## config.mk

```make
export PLATFORM = sky130hd
export DESIGN_NAME = force_integrator
export DESIGN_NICKNAME = d
export VERILOG_FILES = /design/src/rtl/force_integrator.sv
export SDC_FILE = /design/constraint.sdc
export NUM_CORES = 2
export LEC_CHECK = 0
export CORE_UTILIZATION = 39
export DETAILED_ROUTE_END_ITERATION = 6
export PLACE_DENSITY = 0.65
export SLEW_MARGIN = 20
export SYNTH_ARGS = -nofsm -noshare
export SYNTH_HDL_FRONTEND = slang
export SYNTH_SLANG_ARGS = --single-unit
```

## constraint.sdc

```tcl
create_clock -name clk_in -period 4.5 [get_ports clk_in]
set_input_delay 0.45 -clock clk_in [delete_from_list [all_inputs] [get_ports clk_in]]
set_output_delay 0.45 -clock clk_in [all_outputs]
set_load 0.01 [all_outputs]
```

## src/rtl/force_integrator.sv

```systemverilog
// force_integrator: semi-implicit Euler integrator for a soft-body model.
// Each frame streams one force beat per node (in node order) followed by an
// axle force. Each beat updates velocity first and then position with the new
// velocity. Both results saturate to their signed range.
module force_integrator #(
  parameter int NUM_NODES     = 10,
  parameter int POSITION_SIZE = 8,
  parameter int VELOCITY_SIZE = 8,
  parameter int FORCE_SIZE    = 8,
  parameter int DT_SHIFT      = 2
) (
  input  logic                            clk_in,
  input  logic                            rst_in,
  input  logic                            init_valid,
  input  logic signed [POSITION_SIZE-1:0] init_nodes         [1:0][NUM_NODES],
  input  logic signed [VELOCITY_SIZE-1:0] init_velocities    [1:0][NUM_NODES],
  input  logic signed [POSITION_SIZE-1:0] init_axle          [1:0],
  input  logic signed [VELOCITY_SIZE-1:0] init_axle_velocity [1:0],
  input  logic                            start,
  input  logic signed [FORCE_SIZE-1:0]    force_x_in,
  input  logic signed [FORCE_SIZE-1:0]    force_y_in,
  input  logic                            force_in_valid,
  input  logic signed [FORCE_SIZE-1:0]    axle_force_x,
  input  logic signed [FORCE_SIZE-1:0]    axle_force_y,
  input  logic                            axle_force_valid,
  output logic signed [POSITION_SIZE-1:0] nodes              [1:0][NUM_NODES],
  output logic signed [VELOCITY_SIZE-1:0] velocities         [1:0][NUM_NODES],
  output logic signed [POSITION_SIZE-1:0] axle               [1:0],
  output logic signed [VELOCITY_SIZE-1:0] axle_velocity      [1:0],
  output logic                            busy,
  output logic                            update_done,
  output logic                            frame_err
);

  // Intermediate width: widest operand plus two guard bits, so a sum of two
  // sign-extended operands can never wrap before saturation.
  localparam int MAX_PV = (POSITION_SIZE > VELOCITY_SIZE) ? POSITION_SIZE : VELOCITY_SIZE;
  localparam int MAX_W  = (MAX_PV > FORCE_SIZE) ? MAX_PV : FORCE_SIZE;
  localparam int W      = MAX_W + 2;

  // Index counts 0..NUM_NODES; NUM_NODES itself means "all nodes received".
  localparam int                IDXW     = $clog2(NUM_NODES + 1);
  localparam logic [IDXW-1:0]   IDX_FULL = IDXW'(NUM_NODES);

  typedef enum logic [0:0] {
    S_IDLE    = 1'b0,
    S_COLLECT = 1'b1
  } state_t;

  state_t          state_q;
  logic [IDXW-1:0] idx_q;
  logic [IDXW-1:0] idx_d;
  logic            busy_q;
  logic            done_q;
  logic            err_q;

  logic                 load_init;
  logic                 beat_ok;
  logic                 beat_over;
  logic                 axle_we;
  logic [NUM_NODES-1:0] node_we;

  // Per-axis views of the incoming forces (axis 0 = x, axis 1 = y).
  logic signed [FORCE_SIZE-1:0] node_force [2];
  logic signed [FORCE_SIZE-1:0] axle_force [2];

  assign node_force[0] = force_x_in;
  assign node_force[1] = force_y_in;
  assign axle_force[0] = axle_force_x;
  assign axle_force[1] = axle_force_y;

  // ---------------------------------------------------------------------------
  // Saturating arithmetic helpers
  // ---------------------------------------------------------------------------

  // Clamp a wide intermediate to the signed velocity range.
  function automatic logic signed [VELOCITY_SIZE-1:0] sat_vel(input logic signed [W-1:0] s);
    logic signed [W-1:0] hi;
    logic signed [W-1:0] lo;
    hi = $signed({{(W-VELOCITY_SIZE+1){1'b0}}, {(VELOCITY_SIZE-1){1'b1}}});
    lo = $signed({{(W-VELOCITY_SIZE+1){1'b1}}, {(VELOCITY_SIZE-1){1'b0}}});
    if (s > hi) begin
      return hi[VELOCITY_SIZE-1:0];
    end else if (s < lo) begin
      return lo[VELOCITY_SIZE-1:0];
    end
    return s[VELOCITY_SIZE-1:0];
  endfunction

  // Clamp a wide intermediate to the signed position range.
  function automatic logic signed [POSITION_SIZE-1:0] sat_pos(input logic signed [W-1:0] s);
    logic signed [W-1:0] hi;
    logic signed [W-1:0] lo;
    hi = $signed({{(W-POSITION_SIZE+1){1'b0}}, {(POSITION_SIZE-1){1'b1}}});
    lo = $signed({{(W-POSITION_SIZE+1){1'b1}}, {(POSITION_SIZE-1){1'b0}}});
    if (s > hi) begin
      return hi[POSITION_SIZE-1:0];
    end else if (s < lo) begin
      return lo[POSITION_SIZE-1:0];
    end
    return s[POSITION_SIZE-1:0];
  endfunction

  // v' = sat(v + f*dt); unit mass, so acceleration equals force.
  function automatic logic signed [VELOCITY_SIZE-1:0] vel_step(
    input logic signed [VELOCITY_SIZE-1:0] v,
    input logic signed [FORCE_SIZE-1:0]    f
  );
    logic signed [W-1:0] v_w;
    logic signed [W-1:0] f_w;
    v_w = {{(W-VELOCITY_SIZE){v[VELOCITY_SIZE-1]}}, v};
    f_w = {{(W-FORCE_SIZE){f[FORCE_SIZE-1]}}, f};
    return sat_vel(v_w + (f_w >>> DT_SHIFT));
  endfunction

  // p' = sat(p + v'*dt), using the already-updated velocity.
  function automatic logic signed [POSITION_SIZE-1:0] pos_step(
    input logic signed [POSITION_SIZE-1:0] p,
    input logic signed [VELOCITY_SIZE-1:0] v_new
  );
    logic signed [W-1:0] p_w;
    logic signed [W-1:0] v_w;
    p_w = {{(W-POSITION_SIZE){p[POSITION_SIZE-1]}}, p};
    v_w = {{(W-VELOCITY_SIZE){v_new[VELOCITY_SIZE-1]}}, v_new};
    return sat_pos(p_w + (v_w >>> DT_SHIFT));
  endfunction

  // ---------------------------------------------------------------------------
  // Frame control decode
  // ---------------------------------------------------------------------------

  assign load_init = (state_q == S_IDLE) && init_valid;
  assign beat_ok   = (state_q == S_COLLECT) && force_in_valid && (idx_q < IDX_FULL);
  assign beat_over = (state_q == S_COLLECT) && force_in_valid && (idx_q >= IDX_FULL);
  assign axle_we   = (state_q == S_COLLECT) && axle_force_valid;

  // Post-increment index: a beat coinciding with the axle force counts
  // toward completeness of the frame.
  assign idx_d = beat_ok ? (idx_q + IDXW'(1)) : idx_q;

  // Frame FSM: sequences IDLE/COLLECT, tracks node index and status flags.
  always_ff @(posedge clk_in) begin
    if (!rst_in) begin
      state_q <= S_IDLE;
      idx_q   <= '0;
      busy_q  <= 1'b0;
      done_q  <= 1'b0;
      err_q   <= 1'b0;
    end else begin
      done_q <= 1'b0;
      case (state_q)
        S_IDLE: begin
          if (start) begin
            state_q <= S_COLLECT;
            idx_q   <= '0;
            err_q   <= 1'b0;
            busy_q  <= 1'b1;
          end
        end
        S_COLLECT: begin
          idx_q <= idx_d;
          if (beat_over) begin
            err_q <= 1'b1;
          end
          if (axle_force_valid) begin
            if (idx_d != IDX_FULL) begin
              err_q <= 1'b1;
            end
            state_q <= S_IDLE;
            busy_q  <= 1'b0;
            done_q  <= 1'b1;
          end
        end
        default: begin
          state_q <= S_IDLE;
          busy_q  <= 1'b0;
        end
      endcase
    end
  end

  assign busy        = busy_q;
  assign update_done = done_q;
  assign frame_err   = err_q;

  // ---------------------------------------------------------------------------
  // Node state: one position/velocity register pair per node per axis
  // ---------------------------------------------------------------------------

  for (genvar gi = 0; gi < NUM_NODES; gi++) begin : g_node
    assign node_we[gi] = beat_ok && (idx_q == IDXW'(gi));

    for (genvar gj = 0; gj < 2; gj++) begin : g_axis
      logic signed [POSITION_SIZE-1:0] pos_q;
      logic signed [POSITION_SIZE-1:0] pos_d;
      logic signed [VELOCITY_SIZE-1:0] vel_q;
      logic signed [VELOCITY_SIZE-1:0] vel_d;

      assign vel_d = vel_step(vel_q, node_force[gj]);
      assign pos_d = pos_step(pos_q, vel_d);

      // Node register: reset, initial load in IDLE, or integrate on its beat.
      always_ff @(posedge clk_in) begin
        if (!rst_in) begin
          pos_q <= '0;
          vel_q <= '0;
        end else if (load_init) begin
          pos_q <= init_nodes[gj][gi];
          vel_q <= init_velocities[gj][gi];
        end else if (node_we[gi]) begin
          pos_q <= pos_d;
          vel_q <= vel_d;
        end
      end

      assign nodes[gj][gi]      = pos_q;
      assign velocities[gj][gi] = vel_q;
    end
  end

  // ---------------------------------------------------------------------------
  // Axle state
  // ---------------------------------------------------------------------------

  for (genvar gj = 0; gj < 2; gj++) begin : g_axle
    logic signed [POSITION_SIZE-1:0] pos_q;
    logic signed [POSITION_SIZE-1:0] pos_d;
    logic signed [VELOCITY_SIZE-1:0] vel_q;
    logic signed [VELOCITY_SIZE-1:0] vel_d;

    assign vel_d = vel_step(vel_q, axle_force[gj]);
    assign pos_d = pos_step(pos_q, vel_d);

    // Axle register: reset, initial load in IDLE, or integrate at frame end.
    always_ff @(posedge clk_in) begin
      if (!rst_in) begin
        pos_q <= '0;
        vel_q <= '0;
      end else if (load_init) begin
        pos_q <= init_axle[gj];
        vel_q <= init_axle_velocity[gj];
      end else if (axle_we) begin
        pos_q <= pos_d;
        vel_q <= vel_d;
      end
    end

    assign axle[gj]          = pos_q;
    assign axle_velocity[gj] = vel_q;
  end

endmodule
```

==> results.json <==
{
  "finalHoldViolCount": 0,
  "ir_worst_vdd_v": 0.000292,
  "grt-ovfl-total": 0,
  "yosysWarnings": 0,
  "cts_sinks": 360,
  "ys.flop_type": "dfxtp_1",
  "crit_chain": "clkdlybuf4s50_1 > buf_12 > ha_1 > fa_1 > a211oi_2 > o21ai_0 > a21o_1 > or4_1 > a31o_2 > ha_1 > inv_1 > fa_1 > nor2b_1 > o31a_1 > o31ai_2 > buf_4 > nand3_2 > buf_4 > o21a_1 > o21ai_0 > a31oi_1",
  "grt_util_met2": 0.536,
  "fin_util": 0.573,
  "drt_iter0_markers": 3210,
  "placedCellCount": 7141,
  "vias": 42400,
  "dp_slack_ps": -572,
  "ys_seq_elements": 360,
  "path_clk_slew_ps": 60,
  "drt-total-wl_mm": 154,
  "synth_fp_nets": 5446,
  "grt_pass1_wl_mm": 233,
  "synth-adder-area-share": 0.166,
  "antenna_found_initial": 25,
  "finalSetupViolations": 0,
  "hold_ws_ps": 347,
  "syn_avg_cell_area_um2": 7.65,
  "cp_slowest_stage_delay_ps": 460,
  "worstPathArrival_ps": 4890,
  "pwr_density_cell_nw_per_um2": 333,
  "critPathSlowestCell": "clkdlybuf4s50_1",
  "final_layout_size_suffix_gt1_frac": 0.176,
  "gr-usage-met1": 0.398,
  "ctsHoldBuffers": 0,
  "maxSlewViolCount": 0,
  "worst_pin_slew_ps": 1110,
  "final_cell_mix": "776 x buf_4, 726 x clkdlybuf4s50_1, 421 x a21oi_1, 399 x nor2_1, 382 x o21ai_0",
  "async_flop_share": 0,
  "yosysSeqAreaShare": 0.202,
  "ctsRootBufferMaster": "clkbuf_16",
  "p_leak_nw": 22.1,
  "io_pins": 745,
  "dr.pass1.iters": 6,
  "insertion_delay_ps": 630,
  "final_common_cell": "buf_4",
  "synth_edf_count": 0,
  "dp_hpwl_mm": 121,
  "htree_levels": 2,
  "ys_types": 114,
  "worstSetupEndpointType": "register",
  "synth_compound_area_frac": 0.371,
  "synthXorXnorAreaFrac": 0.0376,
  "dieArea_um2": 92600,
  "grt_max_degree": 79,
  "grt_usage": 0.317,
  "start_util": 0.395,
  "avgViaCountPerCell": 5.85,
  "cp_num_buf_inv": 5,
  "setup_ws_ps": 103,
  "drc": 0,
  "synth_top_family_by_area": "compound AO/OA/AOI/OAI gates",
  "io_buffers": 736,
  "crit_fanout": 7,
  "relSlewSlack": 0.258,
  "mappedNetlistArea_um2": 35600,
  "hold_class": "input pin to register",
  "met3_usage": 0.0548,
  "drv_cap": 0,
  "yosys-mux-area-fraction": 0.0125,
  "top_usage_layer": "met2",
  "nNetsFinal": 6815,
  "core_area_um2": 90300,
  "wire_per_inst_um": 21.3,
  "cts_tree": "yes",
  "fin_crit_sh": 0.977,
  "post-route-min-period_ps": 4400,
  "outcome": "complete, no violations",
  "area_growth_pct": 45.2,
  "die_y_um": 304,
  "fmax_mhz": 227,
  "syn-instance-count": 4656,
  "crit_type": "input pin to register",
  "ant_nets": 0,
  "finalWeightedCongestion": 0.968,
  "worst_ep_required_time_ps": 4990,
  "clock_path_buffers": 3,
  "synth_simple_gate_area_share": 0.169,
  "clock_skew_ps": 22.3,
  "stdcell_count": 7255,
  "die_w_um": 304,
  "cts_buffers": 49,
  "rows": 110,
  "startpoint_type": "input pin",
  "crit_family": "compound AO/OA/AOI/OAI gates",
  "grt_pass1_vias": 40300,
  "power_mw": 17.2
}
[flip-flops by register name, indices dropped and copies added (netlist names)]
signal	flops
g_axle.pos_q	16
g_axle.vel_q	16
g_node.g_axis.pos_q	160
state_q	1
g_node.g_axis.vel_q	160
frame_err	1
update_done	1
busy	1
idx_q	4
[routing by layer]
| layer | up-vias | share of wire | wire length, µm |
|---|---|---|---|
| met5 | - | 0.00072 | 111 |
| met4 | 18 | 0.042 | 6410 |
| met3 | 301 | 0.066 | 10200 |
| met2 | 1410 | 0.47 | 72400 |
| met1 | 20200 | 0.42 | 65300 |
| li1 | 20500 | - | - |
[stage by stage]
| step | instance area (µm²) | TNS (ps) |
|---|---|---|
| after floorplan | 35600 | 0 |
| after CTS | 51400 | -4.98 |
| after detailed placement | 49600 | -50010 |
| after global routing | 51700 | -465 |
| final | 51700 | 0 |
| after global placement | 49600 | -42620 |
[synthesized netlist by cell type, types with 33 or more instances]
master	number	area (µm²)
ha_1	356	4450
nand2_1	339	1270
a211oi_1	144	1080
xor2_1	55	482
o21ai_1	35	175
fa_1	44	881
a22oi_1	148	1110
a31oi_1	74	463
xnor2_1	96	841
nand2b_1	60	375
inv_1	169	634
nor2b_1	77	482
nand3_1	95	475
or2_2	34	213
a21o_1	101	758
o21bai_1	39	293
o211ai_1	79	593
nor3_1	130	651
nor2_1	402	1510
a21oi_1	428	2140
o22ai_1	55	344
dfxtp_1	360	7210
o21a_1	90	676
o21ai_0	400	2000
mux2i_1	33	330
clkbuf_1	162	608
o2bb2ai_1	65	569
maj3_1	53	531
[final cells by class]
class	count	area (µm²)
multi-input combinational	3917	27200
antenna	15	37.5
fill	8398	38600
clock inverter	19	234
tap	1176	1470
sequential	360	7210
inverter	172	653
clock buffer	71	1490
timing repair buffer	1525	13400
[cell families after synthesis]
kind of cell	Yosys count
AOI/OAI and AO/OA	1980
DFF	360
muxes	43
and+or+nand+nor	1284
buffers and inverters	379
xor gates and xnor gates	152
adders and majority gates	458
[final timing paths]
| check | cells past startpoint | slack, ps | endpoint | from |
|---|---|---|---|---|
| worst min register to register | 2 | 470 | busy$_SDFFE_PN0P_ | busy$_SDFFE_PN0P_ |
| worst max register to register | 17 | 160 | g_node[8].g_axis[1].pos_q[5]$_SDFFE_PN0P_ | g_node[8].g_axis[1].vel_q[0]$_SDFFE_PN0P_ |
| worst max-delay path | 21 | 100 | g_node[2].g_axis[0].pos_q[1]$_SDFFE_PN0P_ | force_x_in[2] |
| worst min-delay path | 2 | 350 | g_node[6].g_axis[0].vel_q[0]$_SDFFE_PN0P_ | rst_in |
[worst reg2reg max path: stages, from the launching register on]
cell and delay, ps:
dfxtp_1 340, ha_1 220, fa_1 410, a211oi_2 320, o21ai_1 130, a211oi_2 280
a21oi_2 100, maj3_2 360, ha_1 210, inv_1 80, fa_2 230, nor2b_4 50
o31a_1 280, o31ai_4 330, a211oi_1 130, or2_0 240, o311a_1 350, a31o_1 180
[where the power goes]
part | internal [mW] | switching (mW) | leakage, nW
Sequential | 3.46 | 0.351 | 2.97
Combinational | 4.58 | 4.59 | 18.3
Clock | 2.57 | 1.70 | 0.847
[what timing repair did]
| action | CTS | global route |
|---|---|---|
| gates resized for setup | 2 | 79 |
| setup endpoints to repair | 4 | 116 |
| pin swaps | 1 | 15 |
| buffers inserted | 0 | 9 |
No activity file was read; power rests on OpenSTA's default activity.
